<file path="config.mk">
export PLATFORM = sky130hd
export DESIGN_NAME = pc_gen
export DESIGN_NICKNAME = d
export VERILOG_FILES = /design/src/rtl/pc_gen.sv
export SDC_FILE = /design/constraint.sdc
export NUM_CORES = 1
export LEC_CHECK = 0
export ABC_AREA = 1
export CAP_MARGIN = 20
export CORE_UTILIZATION = 30
export CTS_BUF_LIST = sky130_fd_sc_hd__clkbuf_8
export CTS_CLUSTER_DIAMETER = 100
export DETAILED_ROUTE_END_ITERATION = 8
export GPL_TIMING_DRIVEN = 0
export PLACE_DENSITY = 0.61
export SYNTH_ARGS = -nofsm -noshare
export SYNTH_HDL_FRONTEND = slang
export SYNTH_SLANG_ARGS = --single-unit
</file>
<file path="constraint.sdc">
create_clock -name clk_i -period 2.4 [get_ports clk_i]
set_input_delay 0.36 -clock clk_i [delete_from_list [all_inputs] [get_ports clk_i]]
set_output_delay 0.36 -clock clk_i [all_outputs]
set_load 0.005 [all_outputs]
</file>
<file path="src/rtl/pc_gen.sv">
// Fetch program-counter generator with trap/branch/increment selection, PC history and EPC capture.
// Latency: one cycle from request to pc_o; history and valid bits update on the same edge.
// Backpressure: stall_i holds PC and history (trap overrides); optional PC_COMPRESSED_EN adds 2-byte steps.
module pc_gen #(
    parameter int               XLEN        = 32,
    parameter int               HIST_DEPTH  = 2,
    parameter int               FLUSH_DEPTH = 2,
    parameter logic [XLEN-1:0]  RESET_VEC   = '0,
    parameter logic [XLEN-1:0]  TRAP_VEC    = XLEN'(32'h100)
) (
    input  logic                       clk_i,
    input  logic                       rst_n_i,
    input  logic                       stall_i,
    input  logic                       incr_pc_i,
    input  logic                       incr_size_i,
    input  logic                       load_arith_i,
    input  logic [XLEN-1:0]            arith_out_i,
    input  logic                       trap_i,
    output logic [XLEN-1:0]            pc_o,
    output logic [HIST_DEPTH*XLEN-1:0] pc_hist_o,
    output logic [HIST_DEPTH-1:0]      pc_hist_vld_o,
    output logic [XLEN-1:0]            epc_o,
    output logic                       misalign_o
);

    logic [XLEN-1:0]                  pc_q;
    logic [HIST_DEPTH-1:0][XLEN-1:0]  hist_q;
    logic [HIST_DEPTH-1:0]            vld_q;
    logic [XLEN-1:0]                  epc_q;
    logic                             misalign_q;

    logic [HIST_DEPTH-1:0][XLEN-1:0]  hist_shift;
    logic [HIST_DEPTH-1:0]            vld_shift;
    logic [HIST_DEPTH-1:0]            flush_keep;
    logic [XLEN-1:0]                  target_aligned;
    logic                             target_mis;
    logic [XLEN-1:0]                  step;

`ifdef PC_COMPRESSED_EN
    logic unused_target_bit0;
    assign unused_target_bit0 = arith_out_i[0];
    assign target_aligned     = {arith_out_i[XLEN-1:1], 1'b0};
    assign target_mis         = 1'b0;
    assign step               = incr_size_i ? XLEN'(2) : XLEN'(4);
`else
    // Bit 0 is dropped silently (jalr); bit 1 cannot be honoured without 16-bit fetch.
    logic [1:0] unused_inputs;
    assign unused_inputs  = {incr_size_i, arith_out_i[0]};
    assign target_aligned = {arith_out_i[XLEN-1:2], 2'b00};
    assign target_mis     = arith_out_i[1];
    assign step           = XLEN'(4);
`endif

    always_comb begin
        hist_shift    = hist_q;
        vld_shift     = vld_q;
        flush_keep    = '0;
        hist_shift[0] = pc_q;
        vld_shift[0]  = 1'b1;
        for (int k = 1; k < HIST_DEPTH; k++) begin
            hist_shift[k] = hist_q[k-1];
            vld_shift[k]  = vld_q[k-1];
        end
        // Youngest FLUSH_DEPTH stages hold wrong-path PCs after a redirect.
        for (int k = 0; k < HIST_DEPTH; k++) begin
            flush_keep[k] = (k >= FLUSH_DEPTH);
        end
    end

    always_ff @(posedge clk_i or negedge rst_n_i) begin
        if (!rst_n_i) begin
            pc_q       <= RESET_VEC;
            hist_q     <= '0;
            vld_q      <= '0;
            epc_q      <= '0;
            misalign_q <= 1'b0;
        end else if (trap_i) begin
            pc_q       <= TRAP_VEC;
            epc_q      <= hist_q[HIST_DEPTH-1];
            hist_q     <= hist_shift;
            vld_q      <= '0;
            misalign_q <= 1'b0;
        end else if (stall_i) begin
            misalign_q <= 1'b0;
        end else begin
            hist_q <= hist_shift;
            if (load_arith_i) begin
                pc_q       <= target_aligned;
                vld_q      <= vld_shift & flush_keep;
                misalign_q <= target_mis;
            end else begin
                vld_q      <= vld_shift;
                misalign_q <= 1'b0;
                if (incr_pc_i) begin
                    pc_q <= pc_q + step;
                end
            end
        end
    end

    assign pc_o          = pc_q;
    assign pc_hist_o     = hist_q;
    assign pc_hist_vld_o = vld_q;
    assign epc_o         = epc_q;
    assign misalign_o    = misalign_q;

endmodule

</file>
==> impl_metrics.xml <==
<?xml version="1.0" encoding="UTF-8"?>
<metrics>
  <group name="worst_setup_path">
    <metric name="reg2reg_depth" unit="">10</metric>
    <metric name="crit_path_max_incr_delay" unit="ns">0.57</metric>
    <metric name="critPathSlowestCell" unit="">sky130_fd_sc_hd__clkdlybuf4s50_1</metric>
    <metric name="worstPathArrival" unit="ns">1.54</metric>
    <metric name="rr_endpoint" unit="">pc_o[30]</metric>
    <metric name="worst-endpoint-required" unit="ns">2.04</metric>
    <metric name="rr_startpoint" unit="">pc_o[2]</metric>
    <metric name="cp-end-kind" unit="">primary output</metric>
    <metric name="criticalPathCategory" unit="">reg -&gt; out</metric>
    <metric name="worstSetupStartpointType" unit="">flip-flop</metric>
    <metric name="timing.reg2reg.setup_slack" unit="ns">0.77</metric>
    <metric name="path_max_fanout" unit="">6</metric>
    <metric name="timing.critical_path.max_delay_family" unit="">buffers and inverters</metric>
    <metric name="path_cells" unit="">clkdlybuf4s50_1</metric>
    <metric name="critical_path.n_buffers_inverters" unit="">1</metric>
  </group>
  <group name="finish">
    <metric name="nNetsFinal" unit="">967</metric>
    <metric name="post_route_cells_drive_above_1_share" unit="%">7.35</metric>
    <metric name="diodes_inserted" unit="">0</metric>
    <metric name="flow.area_growth_from_synthesis" unit="%">39.8</metric>
    <metric name="fillers" unit="">1894</metric>
    <metric name="final_core_util" unit="%">43.0</metric>
  </group>
  <group name="detailed_routing">
    <metric name="detail-route-antenna-nets" unit="">0</metric>
    <metric name="drcViolationCount" unit="">0</metric>
    <metric name="via_per_inst" unit="">4.53</metric>
    <metric name="routed_vias" unit="">5316</metric>
    <metric name="drt-wirelength-per-cell" unit="um">15.4</metric>
    <metric name="dr.pass1.iters" unit="">5</metric>
    <metric name="route.final.wire_length" unit="mm">18.0</metric>
    <metric name="first_iter_violations" unit="">312</metric>
  </group>
  <group name="sta">
    <metric name="finalSetupViolations" unit="">0</metric>
    <metric name="worst_hold_slack" unit="ns">0.471</metric>
    <metric name="timing.final.max_slew_violations" unit="">0</metric>
    <metric name="setup-tns-final" unit="ns">0</metric>
    <metric name="final.period_utilization" unit="%">79.2</metric>
    <metric name="period_needed" unit="ns">1.90</metric>
    <metric name="final_hold_viols" unit="">0</metric>
    <metric name="final.setup_skew" unit="ns">0.00973</metric>
    <metric name="relSlewSlack" unit="%">57.1</metric>
    <metric name="rsz0062_at_grt" unit="">false</metric>
    <metric name="max_clock_freq" unit="GHz">0.526</metric>
    <metric name="setup_slack" unit="ns">0.500</metric>
    <metric name="tightestPinTransition" unit="ns">0.644</metric>
  </group>
  <group name="logic_synthesis">
    <metric name="yosys.area.top_type" unit="">sky130_fd_sc_hd__dfrtp_1</metric>
    <metric name="synth_most_common_cell" unit="">sky130_fd_sc_hd__nand2_1</metric>
    <metric name="synth_commonest_cells" unit="">sky130_fd_sc_hd__nand2_1, sky130_fd_sc_hd__dfrtp_1, sky130_fd_sc_hd__nor2_1</metric>
    <metric name="syn_area_per_cell" unit="sq um">7.80</metric>
    <metric name="synth.top_cells.by_area" unit="">sky130_fd_sc_hd__dfrtp_1, sky130_fd_sc_hd__nand2_1, sky130_fd_sc_hd__nor2_1</metric>
    <metric name="async_flop_share" unit="%">100</metric>
    <metric name="synth.top_cell.area_share" unit="%">53.3</metric>
    <metric name="synth-edff-count" unit="">0</metric>
    <metric name="ys_dominant_reg_cell" unit="">sky130_fd_sc_hd__dfrtp_1</metric>
    <metric name="synth.ff_latch_count" unit="">123</metric>
    <metric name="syn_area" unit="sq mm">0.00577</metric>
    <metric name="syn_inst" unit="">740</metric>
    <metric name="synth.distinct_cells" unit="">31</metric>
    <metric name="yosys_warnings" unit="">0</metric>
    <metric name="ys_seq_area_share" unit="%">53.3</metric>
  </group>
  <group name="hold_path">
    <metric name="hold_path_startpoint" unit="">epc_o[10]</metric>
    <metric name="whs_endpoint" unit="">epc_o[10]</metric>
    <metric name="timing.hold.worst_path_depth" unit="">2</metric>
    <metric name="timing.hold.worst.class" unit="">reg -&gt; reg</metric>
  </group>
  <group name="die">
    <metric name="ioPinCount" unit="">170</metric>
    <metric name="core.rowCount" unit="">50</metric>
    <metric name="height_of_the_die" unit="um">141</metric>
    <metric name="effective_utilization_at_floorplan" unit="%">30.8</metric>
    <metric name="die_x" unit="um">141</metric>
    <metric name="placeableCoreArea" unit="sq mm">0.0188</metric>
    <metric name="die_area" unit="sq mm">0.0198</metric>
  </group>
  <group name="flow_run">
    <metric name="max_cap_violations" unit="">0</metric>
  </group>
  <group name="placement">
    <metric name="detailedPlacementHpwl" unit="mm">13.6</metric>
    <metric name="routabilityCongestion" unit="">0.879</metric>
    <metric name="place_worst_setup_slack" unit="ns">0.0124</metric>
    <metric name="placement.io_buffers" unit="">159</metric>
  </group>
  <group name="clocking">
    <metric name="cts-root-buf" unit="">sky130_fd_sc_hd__clkbuf_8</metric>
    <metric name="clock-sinks" unit="">123</metric>
    <metric name="cts.clk_slew.worst_paths" unit="ns">0.07</metric>
    <metric name="cts_max_path_buffers" unit="">2</metric>
    <metric name="postCtsResizedCells" unit="">0</metric>
    <metric name="cts_htree_levels" unit="">4</metric>
    <metric name="insertion_delay" unit="ns">0.44</metric>
    <metric name="tritoncts_clock_tree" unit="">done</metric>
    <metric name="tritoncts.num_buffers" unit="">17</metric>
  </group>
  <group name="pwr">
    <metric name="power_density" unit="mW/mm^2">632</metric>
    <metric name="p_leak" unit="uW">0.00370</metric>
    <metric name="vdd_ir_drop_max" unit="mV">0.300</metric>
    <metric name="sum_of_internal_switching_and_leakage_power" unit="uW">5100</metric>
  </group>
  <group name="global_routing">
    <metric name="first_global_vias" unit="">4954</metric>
    <metric name="grt_first_pass_wirelength" unit="mm">27.9</metric>
    <metric name="grt_max_degree" unit="">68</metric>
    <metric name="grtUsageTotal" unit="%">18.8</metric>
    <metric name="antenna_found_initial" unit="">0</metric>
    <metric name="grt-ovfl-total" unit="">0</metric>
  </group>
  <group name="run_status">
    <metric name="result_of_the_run" unit="">finished, final reports clean</metric>
  </group>
</metrics>
-- cell families after synthesis --
family	Yosys count	synth area share, %
mux	4	0.780
simple gates	412	29.2
other cells	1	0.0650
buf+inv	101	7.30
compound gates	92	8.19
xor+xnor	6	0.910
fa+ha+maj	1	0.217
flops	123	53.3
-- worst max path at each step --
stage                     cells past startpoint         to  startpoint  slack [ns]
after detailed placement                      7   pc_o[22]      trap_i        0.01
after CTS                                     1    pc_o[8]     pc_o[8]        0.45
final                                         1    pc_o[8]     pc_o[8]        0.50
after global placement                        1  epc_o[25]     rst_n_i       -4.12
after global routing                          7   pc_o[27]      trap_i        0.36
after floorplan                              10   pc_o[20]     pc_o[2]        0.99
-- metrics by stage --
step	instance area [sq um]	std cells
2_1_floorplan	5800	747
3_3_place_gp	7680	1140
3_5_place_dp	7710	1141
4_1_cts	8070	1173
5_1_grt	8070	1173
6_report	8070	1173
-- cells in the final DEF, fill, tap and decap left out, types with 5 or more instances in the layout --
cell type                         netlist  routed
sky130_fd_sc_hd__nand3_1               34      34
sky130_fd_sc_hd__nand2_2                5       5
sky130_fd_sc_hd__buf_2                 10      10
sky130_fd_sc_hd__inv_1                 62      66
sky130_fd_sc_hd__clkdlybuf4s50_1        0     158
sky130_fd_sc_hd__dfrtp_1              123     123
sky130_fd_sc_hd__nand2_1              247     247
sky130_fd_sc_hd__o21ai_0               49      49
sky130_fd_sc_hd__nor2_4                 5       5
sky130_fd_sc_hd__a21oi_1               33      33
sky130_fd_sc_hd__nor2_1               111     111
sky130_fd_sc_hd__buf_4                  8       8
sky130_fd_sc_hd__clkbuf_1              14      14
sky130_fd_sc_hd__conb_1                 1       8
sky130_fd_sc_hd__clkbuf_8               0      19
sky130_fd_sc_hd__o22ai_1                5       5
sky130_fd_sc_hd__clkinv_2               0       5
-- flip-flops by register name, summed over array words and instances, names as in the netlist --
name,count
epc_o,30
misalign_o,1
pc_hist_o,60
pc_hist_vld_o,2
pc_o,30
-- layout make-up --
type | count | area (sq um) | area share (%)
plain buffers | 36 | 178 | 2.20
clock inverters | 12 | 85.1 | 1.05
well taps | 234 | 293 | 3.63
inverters | 65 | 244 | 3.02
clock buffers | 19 | 262 | 3.24
flip-flops and latches | 123 | 3080 | 38.1
repair buffers | 161 | 1630 | 20.2
multi-input cells | 523 | 2300 | 28.5
-- report_power, final --
| group | switching, uW | internal, uW |
|---|---|---|
| Combinational | 435 | 549 |
| Sequential | 193 | 2280 |
| Clock | 803 | 840 |
| Total | 1430 | 3670 |
-- layer usage --
metal	vias up	global-route usage [%]	part of all wire, %
met2	150	29.5	47
li1	2669	-	-
met1	2478	25.5	47
met3	19	3.80	4.5
met4	0	7.49	1.4
met5	-	0	0
-- what timing repair did --
| action | in CTS | in global routing |
|---|---|---|
| buffers inserted | 0 | 0 |
| endpoints found under the hold margin | 66 | 0 |
| hold buffers | 1 | 0 |
Power figures use the tool's default switching activity.
